**src/rtl/ifu_ctrl_if.sv**
```systemverilog
// Fetch-sequencer port bundle: imem request/response, downstream instruction, retire feedback, status.
// master = sequencer side, slave = memory/decode environment side.
interface ifu_ctrl_if;
  logic        imem_req_valid;
  logic        imem_req_ready;
  logic [31:0] imem_req_addr;
  logic        imem_resp_valid;
  logic [31:0] imem_resp_data;
  logic        inst_valid;
  logic        inst_ready;
  logic [31:0] inst_data;
  logic [31:0] inst_pc;
  logic        redir_valid;
  logic [1:0]  redir_kind;
  logic [31:0] redir_offset;
  logic        halt;
  logic        halted;
  logic        misalign_err;
  logic [31:0] bad_target;
  logic [31:0] instret;

  modport master (
    output imem_req_valid, imem_req_addr, inst_valid, inst_data, inst_pc,
           halted, misalign_err, bad_target, instret,
    input  imem_req_ready, imem_resp_valid, imem_resp_data, inst_ready,
           redir_valid, redir_kind, redir_offset, halt
  );

  modport slave (
    input  imem_req_valid, imem_req_addr, inst_valid, inst_data, inst_pc,
           halted, misalign_err, bad_target, instret,
    output imem_req_ready, imem_resp_valid, imem_resp_data, inst_ready,
           redir_valid, redir_kind, redir_offset, halt
  );
endinterface

```
**src/rtl/ifu_ctrl.sv**
```systemverilog
// Single-outstanding fetch sequencer owning the PC; 3 cycles/instruction minimum with zero-wait memory.
// Request held stable until imem_req_ready; instruction held until inst_ready retires it.
module ifu_ctrl #(
  parameter logic [31:0] RESET_PC = 32'h8000_0000
) (
  input logic        clk,
  input logic        rst,
  ifu_ctrl_if.master bus
);

  typedef enum logic [2:0] {S_REQ, S_WAIT, S_HOLD, S_HALT, S_ERR} state_e;

  state_e      state_q, state_d;
  logic [31:0] pc_q, pc_d;
  logic [31:0] inst_data_q, inst_data_d;
  logic [31:0] inst_pc_q, inst_pc_d;
  logic [31:0] bad_target_q, bad_target_d;
  logic [31:0] instret_q, instret_d;
  logic        halted_q, halted_d;
  logic        misalign_q, misalign_d;

  logic        retire;
  logic        tgt_misaligned;
  logic [31:0] target;

  assign retire = (state_q == S_HOLD) && bus.inst_ready;

  // Reserved kind and non-redirecting retires fall through to the sequential target.
  always_comb begin
    target = pc_q + 32'd4;
    if (bus.redir_valid) begin
      case (bus.redir_kind)
        2'b00, 2'b10: target = pc_q + {bus.redir_offset[30:0], 1'b0};
        2'b01:        target = {bus.redir_offset[31:1], 1'b0};
        default:      target = pc_q + 32'd4;
      endcase
    end
  end

  assign tgt_misaligned = (target[1:0] != 2'b00);

  always_ff @(posedge clk or posedge rst) begin
    if (rst) begin
      state_q      <= S_REQ;
      pc_q         <= RESET_PC;
      inst_data_q  <= 32'd0;
      inst_pc_q    <= RESET_PC;
      bad_target_q <= 32'd0;
      instret_q    <= 32'd0;
      halted_q     <= 1'b0;
      misalign_q   <= 1'b0;
    end else begin
      state_q      <= state_d;
      pc_q         <= pc_d;
      inst_data_q  <= inst_data_d;
      inst_pc_q    <= inst_pc_d;
      bad_target_q <= bad_target_d;
      instret_q    <= instret_d;
      halted_q     <= halted_d;
      misalign_q   <= misalign_d;
    end
  end

  always_comb begin
    state_d = state_q;
    case (state_q)
      S_REQ:  if (bus.imem_req_ready) state_d = S_WAIT;
      S_WAIT: if (bus.imem_resp_valid) state_d = S_HOLD;
      S_HOLD: begin
        if (retire) begin
          if (bus.halt)             state_d = S_HALT;
          else if (tgt_misaligned)  state_d = S_ERR;
          else                      state_d = S_REQ;
        end
      end
      default: state_d = state_q;
    endcase
  end

  // Halt wins over a faulting redirect on the same retire; both leave the PC untouched.
  always_comb begin
    pc_d         = pc_q;
    inst_data_d  = inst_data_q;
    inst_pc_d    = inst_pc_q;
    bad_target_d = bad_target_q;
    instret_d    = instret_q;
    halted_d     = halted_q;
    misalign_d   = misalign_q;
    if ((state_q == S_WAIT) && bus.imem_resp_valid) begin
      inst_data_d = bus.imem_resp_data;
      inst_pc_d   = pc_q;
    end
    if (retire) begin
      instret_d = instret_q + 32'd1;
      if (bus.halt) begin
        halted_d = 1'b1;
      end else if (tgt_misaligned) begin
        misalign_d   = 1'b1;
        bad_target_d = target;
      end else begin
        pc_d = target;
      end
    end
  end

  always_comb begin
    bus.imem_req_valid = (state_q == S_REQ);
    bus.inst_valid     = (state_q == S_HOLD);
  end

  assign bus.imem_req_addr = pc_q;
  assign bus.inst_data     = inst_data_q;
  assign bus.inst_pc       = inst_pc_q;
  assign bus.halted        = halted_q;
  assign bus.misalign_err  = misalign_q;
  assign bus.bad_target    = bad_target_q;
  assign bus.instret       = instret_q;

endmodule

```
**src/flat_wrapper.sv**
```systemverilog
// flat-port wrapper written by rule: the top's interface ports become plain ports
module ifu_ctrl_flat 
#(
  parameter logic [31:0] RESET_PC = 32'h8000_0000
)
  (clk, rst, bus_imem_req_valid, bus_imem_req_addr, bus_inst_valid, bus_inst_data, bus_inst_pc, bus_halted, bus_misalign_err, bus_bad_target, bus_instret, bus_imem_req_ready, bus_imem_resp_valid, bus_imem_resp_data, bus_inst_ready, bus_redir_valid, bus_redir_kind, bus_redir_offset, bus_halt);
  ifu_ctrl_if bus_i ();
  input logic clk;
  input logic rst;
  output wire logic [$bits(bus_i.imem_req_valid)-1:0] bus_imem_req_valid;
  output wire logic [$bits(bus_i.imem_req_addr)-1:0] bus_imem_req_addr;
  output wire logic [$bits(bus_i.inst_valid)-1:0] bus_inst_valid;
  output wire logic [$bits(bus_i.inst_data)-1:0] bus_inst_data;
  output wire logic [$bits(bus_i.inst_pc)-1:0] bus_inst_pc;
  output wire logic [$bits(bus_i.halted)-1:0] bus_halted;
  output wire logic [$bits(bus_i.misalign_err)-1:0] bus_misalign_err;
  output wire logic [$bits(bus_i.bad_target)-1:0] bus_bad_target;
  output wire logic [$bits(bus_i.instret)-1:0] bus_instret;
  input wire logic [$bits(bus_i.imem_req_ready)-1:0] bus_imem_req_ready;
  input wire logic [$bits(bus_i.imem_resp_valid)-1:0] bus_imem_resp_valid;
  input wire logic [$bits(bus_i.imem_resp_data)-1:0] bus_imem_resp_data;
  input wire logic [$bits(bus_i.inst_ready)-1:0] bus_inst_ready;
  input wire logic [$bits(bus_i.redir_valid)-1:0] bus_redir_valid;
  input wire logic [$bits(bus_i.redir_kind)-1:0] bus_redir_kind;
  input wire logic [$bits(bus_i.redir_offset)-1:0] bus_redir_offset;
  input wire logic [$bits(bus_i.halt)-1:0] bus_halt;
  assign bus_imem_req_valid = bus_i.imem_req_valid;
  assign bus_imem_req_addr = bus_i.imem_req_addr;
  assign bus_inst_valid = bus_i.inst_valid;
  assign bus_inst_data = bus_i.inst_data;
  assign bus_inst_pc = bus_i.inst_pc;
  assign bus_halted = bus_i.halted;
  assign bus_misalign_err = bus_i.misalign_err;
  assign bus_bad_target = bus_i.bad_target;
  assign bus_instret = bus_i.instret;
  assign bus_i.imem_req_ready = bus_imem_req_ready;
  assign bus_i.imem_resp_valid = bus_imem_resp_valid;
  assign bus_i.imem_resp_data = bus_imem_resp_data;
  assign bus_i.inst_ready = bus_inst_ready;
  assign bus_i.redir_valid = bus_redir_valid;
  assign bus_i.redir_kind = bus_redir_kind;
  assign bus_i.redir_offset = bus_redir_offset;
  assign bus_i.halt = bus_halt;
  ifu_ctrl #(.RESET_PC(RESET_PC)) u_core (.clk(clk), .rst(rst), .bus(bus_i));
endmodule
```
**config.mk**
```make
export PLATFORM = sky130hd
export DESIGN_NAME = ifu_ctrl_flat
export DESIGN_NICKNAME = d
export VERILOG_FILES = /design/src/rtl/ifu_ctrl_if.sv /design/src/rtl/ifu_ctrl.sv /design/src/flat_wrapper.sv
export SDC_FILE = /design/constraint.sdc
export NUM_CORES = 1
export LEC_CHECK = 0
export BUFFER_PORTS_ARGS = -buffer_cell sky130_fd_sc_hd__clkbuf_2
export CORE_MARGIN = 1.5
export CORE_UTILIZATION = 47
export CTS_CLUSTER_DIAMETER = 80
export DETAILED_ROUTE_END_ITERATION = 10
export HOLD_SLACK_MARGIN = 0.03
export PLACE_DENSITY = 0.77
export SYNTH_ARGS = -nofsm -noshare
export SYNTH_HDL_FRONTEND = slang
export SYNTH_SLANG_ARGS = --single-unit
export TNS_END_PERCENT = 30
```
**constraint.sdc**
```tcl
create_clock -name clk -period 14.2 [get_ports clk]
set_input_delay 1.42 -clock clk [delete_from_list [all_inputs] [get_ports clk]]
set_output_delay 1.42 -clock clk [all_outputs]
set_load 0.01 [all_outputs]
```
# Yosys cells after proc, flatten, opt, wreduce, memory -nomap -nowiden

Cells that the tools add are included.
W data, S select, Z words.

Add/subtract/negate cells: 3
Eq/ne operators: 7
Mux-type cells: 8
Bitwise logic cells: 2
Reductions and logical operators: 11

Operators by type and width:

| cell                    | count |
|---|---|
| $pmux W32 S2            | 1 |
| $add A32 B1 Y32 const B | 1 |
| $add A32 B3 Y32 const B | 1 |
| $add A32 B32 Y32        | 1 |
| $mux W32                | 1 |
| $mux W3                 | 5 |
| $pmux W3 S3             | 1 |
| $reduce_and A3 Y1       | 2 |
| $ne A2 B1 Y1 const B    | 2 |
| $reduce_and A4 Y1       | 1 |
| $eq A3 B1 Y1 const B    | 1 |
| $eq A3 B2 Y1 const B    | 1 |
| $logic_not A3 Y1        | 1 |
| $reduce_bool A3 Y1      | 1 |
| $eq A2 B1 Y1 const B    | 1 |
| $eq A2 B2 Y1 const B    | 1 |
| $logic_and A1 B1 Y1     | 2 |
| $logic_not A2 Y1        | 1 |
| $ne A2 B2 Y1 const B    | 1 |
| $not A1 Y1              | 2 |
| $reduce_and A2 Y1       | 1 |
| $reduce_bool A2 Y1      | 1 |
| $reduce_or A2 Y1        | 1 |

Flip-flop bits (word level): 165
Input bits: 73
Output and inout bits: 164
Word-level logic and storage cells: 39

# Longest topological paths before layout

Gate-level depths: netlist (run 1).

Depth after elaboration: 9
Gate-level depth with buffers: 11
Mapped depth without buffers: 11

# Worst setup path after synthesis (run 1)

OpenSTA, ideal clock, no wires.

Kind: input port to flip-flop
Start point: input bus_redir_offset[0]
End point: register u_core.bad_target_q[25], in the netlist u_core.bus.bad_target[25]
Setup time: 135 ps
Arrival: 3626 ps
Required time: 14065 ps
Path slack: 10439 ps
Stages on the path: 11
Buffers on the path: 0
Cell sequence: ha_1 fa_1 a211oi_1 o21ai_1 a31oi_2 o21ai_1 a211oi_2 o221ai_1 and4_1 nor3_1 a21oi_1

Word-level cells in the longest chain between the ends: 5

Ends and longest elaborated chain:

| element                     | line               | source |
|---|---|---|
| from (decl)                 | flat_wrapper.sv:25 | `input wire logic [$bits(bus_i.redir_offset)-1:0] bus_redir_offset;` |
| $add A32 B32 Y32 *          | ifu_ctrl.sv:33     | `2'b00, 2'b10: target = pc_q + {bus.redir_offset[30:0], 1'b0};` |
| $pmux W32 S2 *              | ifu_ctrl.sv:32     | `case (bus.redir_kind)` |
| $mux W32 *                  | ifu_ctrl.sv:31     | `if (bus.redir_valid) begin` |
| $reduce_bool A2 Y1          | ifu_ctrl.sv:40     | `assign tgt_misaligned = (target[1:0] != 2'b00);` |
| $reduce_and A3 Y1 (no line) | -                  |  |
| to (signal assigned)        | ifu_ctrl.sv:57     | `bad_target_q <= bad_target_d;` |
| to (decl)                   | ifu_ctrl.sv:17     | `logic [31:0] bad_target_q, bad_target_d;` |

Every way passes the cells marked *; elsewhere a longest branch is shown, timed or not.
A chain may end at the register's enable or synchronous reset.

# Final worst setup path (run 1)

Start point: input bus_redir_kind[0]
End point: register u_core.pc_q[28], in the netlist u_core.bus.imem_req_addr[28]

Word-level cells in the longest chain between the ends: 7
Elaborated cells between the ends (all ways): 9
Those cells by class: 2 x eq/ne; 2 x mux; 1 x bitwise; 4 x reduce/logical

Ends and longest elaborated chain:

| element                                          | line               | source |
|---|---|---|
| from (decl)                                      | flat_wrapper.sv:24 | `input wire logic [$bits(bus_i.redir_kind)-1:0] bus_redir_kind;` |
| $eq A2 B2 Y1 or $logic_not A2 Y1 (tied branches) | ifu_ctrl.sv:32     |  |
| $reduce_or A2 Y1                                 | ifu_ctrl.sv:32     |  |
| $pmux W32 S2 *                                   | ifu_ctrl.sv:32     |  |
| $mux W32 *                                       | ifu_ctrl.sv:31     |  |
| $reduce_bool A2 Y1                               | ifu_ctrl.sv:40     |  |
| $not A1 Y1 (no line)                             | -                  |  |
| $reduce_and A3 Y1 (no line)                      | -                  |  |
| to (signal assigned)                             | ifu_ctrl.sv:54     | `pc_q <= pc_d;` |
| to (decl)                                        | ifu_ctrl.sv:14     | `logic [31:0] pc_q, pc_d;` |

Marked as above.

==> results.sh, run 1 <==
export IMPL_synth_compound_area_share_pct=14.9
export IMPL_grt_pass1_wl_mm=37.6
export IMPL_post_cts_resized=0
export IMPL_stdcell_area_mm2=0.0110
export IMPL_syn_area_mm2=0.00904
export IMPL_vdd_drop_max_v=0.0000804
export IMPL_dp_hpwl_mm=17.3
export IMPL_powerDensity_mw_per_mm2=89.9
export IMPL_cp_max_fo=51
export IMPL_avgSynthCellArea_um2=10.1
export IMPL_syn_to_final_growth_pct=22.2
export IMPL_status="complete, no violations"
export IMPL_numCtsBuffers=17
export IMPL_gr_total_overflow=0
export IMPL_dieArea_mm2=0.0201
export IMPL_wl_per_cell_um=17.1
export IMPL_report_final_slew_viol_count=0
export IMPL_grtUsageMet3_pct=4.89
export IMPL_synth_warnings=0
export IMPL_synth_seq_cells=165
export IMPL_path_clk_slew_ns=0.07
export IMPL_synth_simple_area_share_pct=16.1
export IMPL_cts_setup_buffers=0
export IMPL_io_pins=237
export IMPL_initial_core_util_pct=48.2
export IMPL_grt_busiest_layer="met2"
export IMPL_clockBufferDepth=2
export IMPL_drive_gt1_share_pct=33.6
export IMPL_preCtsSetupSlack_ns=9.69
export IMPL_relSlewSlack_pct=29.0
export IMPL_postCtsHoldBufs=0
export IMPL_max_stage_delay_ns=0.62
export IMPL_fin_ws_ns=10.17
export IMPL_drv_cap=0
export IMPL_worstPathArrival_ns=4.34
export IMPL_clock_sinks=165
export IMPL_period_share_pct=28.4
export IMPL_rsz0062_at_grt="no"
export IMPL_drc=0
export IMPL_coreArea_mm2=0.0188
export IMPL_htree_levels=4
export IMPL_track_usage_pct=23.6
export IMPL_final_core_util_pct=58.9
export IMPL_critPathLaunchType="primary input"
export IMPL_synthesis_nets=998
export IMPL_yosysTopAreaCell="dfrtp_1"
export IMPL_fin_worst_skew_ns=0.0131
export IMPL_fillCellCount=1627
export IMPL_synth_edf_count=0
export IMPL_async_flop_share_pct=100
export IMPL_die_x_um=142
export IMPL_clk_insertion_delay_late_ns=0.43
export IMPL_nets=1225
export IMPL_grt_max_degree=117
export IMPL_detail_route_antenna_nets=0
export IMPL_die_h_um=142
export IMPL_final_cell_mix="clkbuf_2 (236), dfrtp_1 (163), nand2_1 (104)"
export IMPL_critPathSlowestCell="nand2b_1"
export IMPL_synthAdderAreaFrac_pct=4.65
export IMPL_fin_tns_setup_ns=0
export IMPL_synth_top_area_share_pct=45.1
export IMPL_port_buffers=236
export IMPL_crit_type="primary input to flop"
export IMPL_grt_pass1_vias=7239
export IMPL_fmax_mhz=248
export IMPL_ys_types=72
export IMPL_setup_viol=0
export IMPL_path_cells="clkbuf_2 > nand2b_1 > nand2_2 > o22ai_1 > and2_1 > nand2_1 > buf_4 > or4_1 > and3_1"
export IMPL_synth_mux_area_fraction_pct=8.59
export IMPL_crit_required_ns=14.51
export IMPL_critPathBufInv=2
export IMPL_period_needed_ns=4.03
export IMPL_synth_xor_xnor_area_share_pct=7.65
export IMPL_antenna_found_initial=1
export IMPL_post_dp_cell_area_mm2=0.0105
export IMPL_use_met2_pct=37.5
export IMPL_final_common_cell="clkbuf_2"
export IMPL_hold_violations=0
export IMPL_cts_tree="yes"
export IMPL_endpoint_kind="flop"
export IMPL_dr_pass1_iters=5
export IMPL_synth_main_ff_cell="dfrtp_1"
export IMPL_synth_top_family_by_area="simple AND/OR/NAND/NOR gates"
export IMPL_vias_per_cell=5.56
export IMPL_synth_area_leaders="dfrtp_1 (45%), mux2_2 (8.6%), xnor2_1 (5.0%)"
export IMPL_power_leakage_uw=0.00566
export IMPL_clock_root_buffer="clkbuf_16"
export IMPL_ys_seq_area_share_pct=45.7
export IMPL_cp_top_family="simple AND/OR/NAND/NOR gates"
export IMPL_vias=7595
export IMPL_gp_congestion=0.889
export IMPL_rows=50
export IMPL_routed_wl_mm=23.4
export IMPL_drt_iter0_drc=470
export IMPL_syn_inst=892
export IMPL_grtUsageMet1_pct=32.8
export IMPL_min_path_type="flop to flop"
export IMPL_tightestPinTransition_ns=1.06
## state kept, by name (all words and copies together), names as in the netlist
register,count
u_core.bus.bad_target,32
u_core.bus.halted,1
u_core.bus.imem_req_addr,32
u_core.bus.inst_data,32
u_core.bus.inst_pc,32
u_core.bus.instret,32
u_core.bus.misalign_err,1
u_core.state_q,3
## layer usage
metal / vias up / routed length, um
li1: 3664 / -
met2: 242 / 11200
met4: 0 / 313
met5: - / 0
met1: 3668 / 10700
met3: 21 / 1240
## worst reg2reg max path: stages (launching register included)
cell      delay, ns
dfrtp_1        0.46
ha_1           0.24
fa_1           0.42
a211oi_1       0.28
o21ai_1        0.17
a31oi_2        0.26
o21ai_1        0.18
a211oi_2       0.33
o221ai_1       0.19
and4_1         0.23
nor3_1         0.31
a21oi_1        0.11
## cell families after synthesis
family                   after synthesis
AND/OR/NAND/NOR                      285
buffers and inverters                 55
XOR/XNOR                              79
flip-flops                           165
AO/OA/AOI/OAI                        206
adder cells (fa/ha/maj)               33
multiplexers                          69
## final cells by class
type	count	area, um^2	share of cell area [%]
Antenna cell	1	2.50	0.0226
Timing Repair Buffer	243	1230	11.2
Clock inverter	14	155	1.40
Multi-Input combinational cell	672	4710	42.7
Sequential cell	165	4130	37.4
Clock buffer	18	439	3.97
Inverter	20	80.1	0.725
Tap cell	234	293	2.65
## Yosys cell counts (7+ instances only)
cell type,n
nor3_1,9
a221oi_1,10
o221ai_1,8
nand3_1,27
and3_1,15
o21bai_1,7
clkbuf_1,29
xor2_1,27
inv_1,20
a21oi_1,37
nand4_1,22
nor2_1,55
a21o_1,18
o21ai_0,68
nand2_1,105
and4_1,7
dfrtp_1,163
ha_1,32
mux2_2,69
xnor2_1,52
## final timing paths
| check | slack, ns | cells after the start | endpoint | from |
|---|---|---|---|---|
| setup reg to reg | 10.89 | 11 | u_core.bus.bad_target[25] | u_core.bus.imem_req_addr[1] |
| min in group asynchronous | 1.23 | 2 | u_core.bus.instret[11] | rst |
| setup / recovery | 10.17 | 9 | u_core.bus.imem_req_addr[28] | bus_redir_kind[0] |
| hold reg to reg | 0.47 | 1 | u_core.bus.misalign_err | u_core.bus.misalign_err |
| max in group asynchronous | 11.74 | 3 | u_core.bus.inst_pc[16] | rst |
| hold / removal | 0.47 | 1 | u_core.bus.misalign_err | u_core.bus.misalign_err |
## power breakdown
| part | total (uW) | leakage [uW] | internal, uW | switching, uW |
|---|---|---|---|---|
| Clock | 464 | 0.000294 | 242 | 222 |
| Sequential | 470 | 0.00228 | 470 | 0 |
| Combinational | 59.9 | 0.00308 | 20.3 | 39.6 |
## per-stage QoR
step	total power, uW	hold WS (ns)	std cells
after floorplan	514	0.493	892
after global placement	537	0.444	1334
after detailed placement	538	0.451	1334
after CTS	1000	0.471	1366
after global routing	1030	0.491	1367
final	993	0.470	1367
Power figures use the tool's default switching activity.
==> run 2, diff against run 1 <==
--- a/config.mk
+++ b/config.mk
@@ -11,7 +11,7 @@
 export CTS_CLUSTER_DIAMETER = 80
 export DETAILED_ROUTE_END_ITERATION = 10
 export HOLD_SLACK_MARGIN = 0.03
-export PLACE_DENSITY = 0.77
+export PLACE_DENSITY = 0.8
 export SYNTH_ARGS = -nofsm -noshare
 export SYNTH_HDL_FRONTEND = slang
 export SYNTH_SLANG_ARGS = --single-unit
==> constraint.sdc (replaced) <==
create_clock -name clk -period 3.4 [get_ports clk]
set_input_delay 0.34 -clock clk [delete_from_list [all_inputs] [get_ports clk]]
set_output_delay 0.34 -clock clk [all_outputs]
set_load 0.01 [all_outputs]
==> run 2 against run 1 <==
Effect of this change: setup slack worse by 9.9 ns; first-iteration DRC count up 5.3%; wire length up 3.0%; via count up 1.8%; sequential power rose to 4.2 times the previous value; final cell count up 0.73%; count of clock-buffer cells in the layout unchanged; worst hold slack worse by 0.42 ns; critical path type is now flop to flop; utilization up 0.57 points; global-route usage up 0.87 points; sequential share of layout area down 0.36 points.
==> results.sh, run 2 (synthesis gave the netlist of run 1 again) <==
export IMPL_status="complete, no violations"
export IMPL_seq_area_mm2=0.00413
export IMPL_relSlewSlack_pct=43.7
export IMPL_crit_type="flop to flop"
export IMPL_initial_core_util_pct=48.2
export IMPL_post_cts_resized=0
export IMPL_p_comb_share_pct=6.3
export IMPL_cts_tree="yes"
export IMPL_clk_insertion_delay_late_ns=0.44
export IMPL_p_sw_share_pct=26.3
export IMPL_die_x_um=142
export IMPL_seqPwrFrac_pct=47.2
export IMPL_critPathLaunchType="flop"
export IMPL_postCtsHoldBufs=0
export IMPL_period_needed_ns=3.16
export IMPL_routed_wl_mm=24.1
export IMPL_grt_pass1_vias=7467
export IMPL_final_common_cell="clkbuf_2"
export IMPL_tightestPinTransition_ns=0.843
export IMPL_dr_pass1_iters=5
export IMPL_crit_required_ns=3.71
export IMPL_gr_total_overflow=0
export IMPL_fmax_mhz=317
export IMPL_grtUsageMet3_pct=4.32
export IMPL_setup_viol=0
export IMPL_grt_pass1_wl_mm=38.8
export IMPL_holdWs_ns=0.0473
export IMPL_wl_per_cell_um=17.5
export IMPL_port_buffers=236
export IMPL_numCtsBuffers=17
export IMPL_syn_to_final_growth_pct=23.3
export IMPL_period_share_pct=92.9
export IMPL_path_clk_slew_ns=0.08
export IMPL_fin_ws_ns=0.241
export IMPL_min_path_type="primary input to async pin"
export IMPL_final_cell_mix="clkbuf_2 (236), dfrtp_1 (163), nand2_1 (104)"
export IMPL_io_pins=237
export IMPL_track_usage_pct=24.5
export IMPL_fin_worst_skew_ns=0.0116
export IMPL_fin_cells=1377
export IMPL_hold_violations=0
export IMPL_grt_max_degree=67
export IMPL_cp_max_fo=5
export IMPL_drt_iter0_drc=495
export IMPL_grt_busiest_layer="met2"
export IMPL_nets=1236
export IMPL_fillCellCount=1625
export IMPL_preCtsSetupSlack_ns=0.270
export IMPL_power_leakage_uw=0.00571
export IMPL_drv_cap=0
export IMPL_multi_input_area_mm2=0.00471
export IMPL_p_int_uw=3060
export IMPL_antenna_found_initial=0
export IMPL_rsz0062_at_grt="no"
export IMPL_rows=50
export IMPL_clock_sinks=165
export IMPL_clkPwrFrac_pct=46.5
export IMPL_gp_congestion=0.903
export IMPL_report_final_slew_viol_count=0
export IMPL_worstPathArrival_ns=3.47
export IMPL_dp_cells=1345
export IMPL_dp_hpwl_mm=17.9
export IMPL_switchingPower_uw=1090
export IMPL_detail_route_antenna_nets=0
export IMPL_drive_gt1_share_pct=34.2
export IMPL_power_uw=4160
export IMPL_cts_setup_buffers=0
export IMPL_die_h_um=142
export IMPL_powerDensity_mw_per_mm2=373
export IMPL_vdd_drop_max_v=0.000348
export IMPL_vias=7731
export IMPL_vias_per_cell=5.61
export IMPL_clockBufferDepth=2
export IMPL_use_met2_pct=39.4
export IMPL_dieArea_mm2=0.0201
export IMPL_fin_tns_setup_ns=0
export IMPL_coreArea_mm2=0.0188
export IMPL_antennaDiodeCount=0
export IMPL_clock_root_buffer="clkbuf_16"
export IMPL_endpoint_kind="flop"
export IMPL_htree_levels=4
export IMPL_grtUsageMet1_pct=32.9
export IMPL_drc=0
[run 2: power by group through the flow]
stage / registers, uW / logic [uW] / clock network, uW
after floorplan: 2000 / 145 / 0
after global placement: 2000 / 257 / 0
after detailed placement: 2000 / 261 / 0
after CTS: 1960 / 263 / 1970
after global routing: 1960 / 291 / 2050
final: 1960 / 263 / 1930
[run 2: per-layer routing]
| metal | share of wire, % | wire length (um) | vias to the layer above |
|---|---|---|---|
| li1 | - | - | 3668 |
| met4 | 2.6 | 622 | 0 |
| met2 | 47 | 11400 | 264 |
| met1 | 45 | 10700 | 3749 |
| met5 | 0 | 0 | - |
| met3 | 5.4 | 1290 | 50 |
[run 2: per-stage QoR]
step / cell area, um^2 / util [%]
finish: 11200 / 59.4
detailed placement: 10600 / 56.3
floorplan: 9050 / -
CTS: 11200 / 59.4
global placement: 10600 / 56.3
global route: 11200 / 59.4
[run 2: worst max-delay path, stage by stage, from the launching register on]
cell	delay, ns
dfrtp_1	0.42
ha_1	0.22
fa_1	0.43
a211oi_1	0.26
o21ai_1	0.16
a31oi_2	0.25
o21ai_1	0.17
a211oi_2	0.33
o221ai_1	0.19
and4_1	0.24
nor3_1	0.25
a21oi_1	0.11
[run 2: layout make-up]
type | instances | area share, %
Multi-Input combinational cell | 672 | 42.3
Sequential cell | 165 | 37.0
Inverter | 20 | 0.707
Timing Repair Buffer | 254 | 12.0
Clock buffer | 18 | 3.94
Clock inverter | 14 | 1.41
Tap cell | 234 | 2.62
[run 2: final timing paths]
check	from	endpoint	slack [ns]	cells past startpoint
max reg2reg	u_core.bus.imem_req_addr[1]	u_core.bus.imem_req_addr[25]	0.24	11
min in group clk	bus_imem_resp_data[14]	u_core.bus.inst_data[14]	0.13	2
max	u_core.bus.imem_req_addr[1]	u_core.bus.imem_req_addr[25]	0.24	11
min reg2reg	u_core.bus.misalign_err	u_core.bus.misalign_err	0.47	1
min	rst	u_core.bus.instret[29]	0.05	2
max in group asynchronous	rst	u_core.bus.imem_req_addr[8]	2.49	3
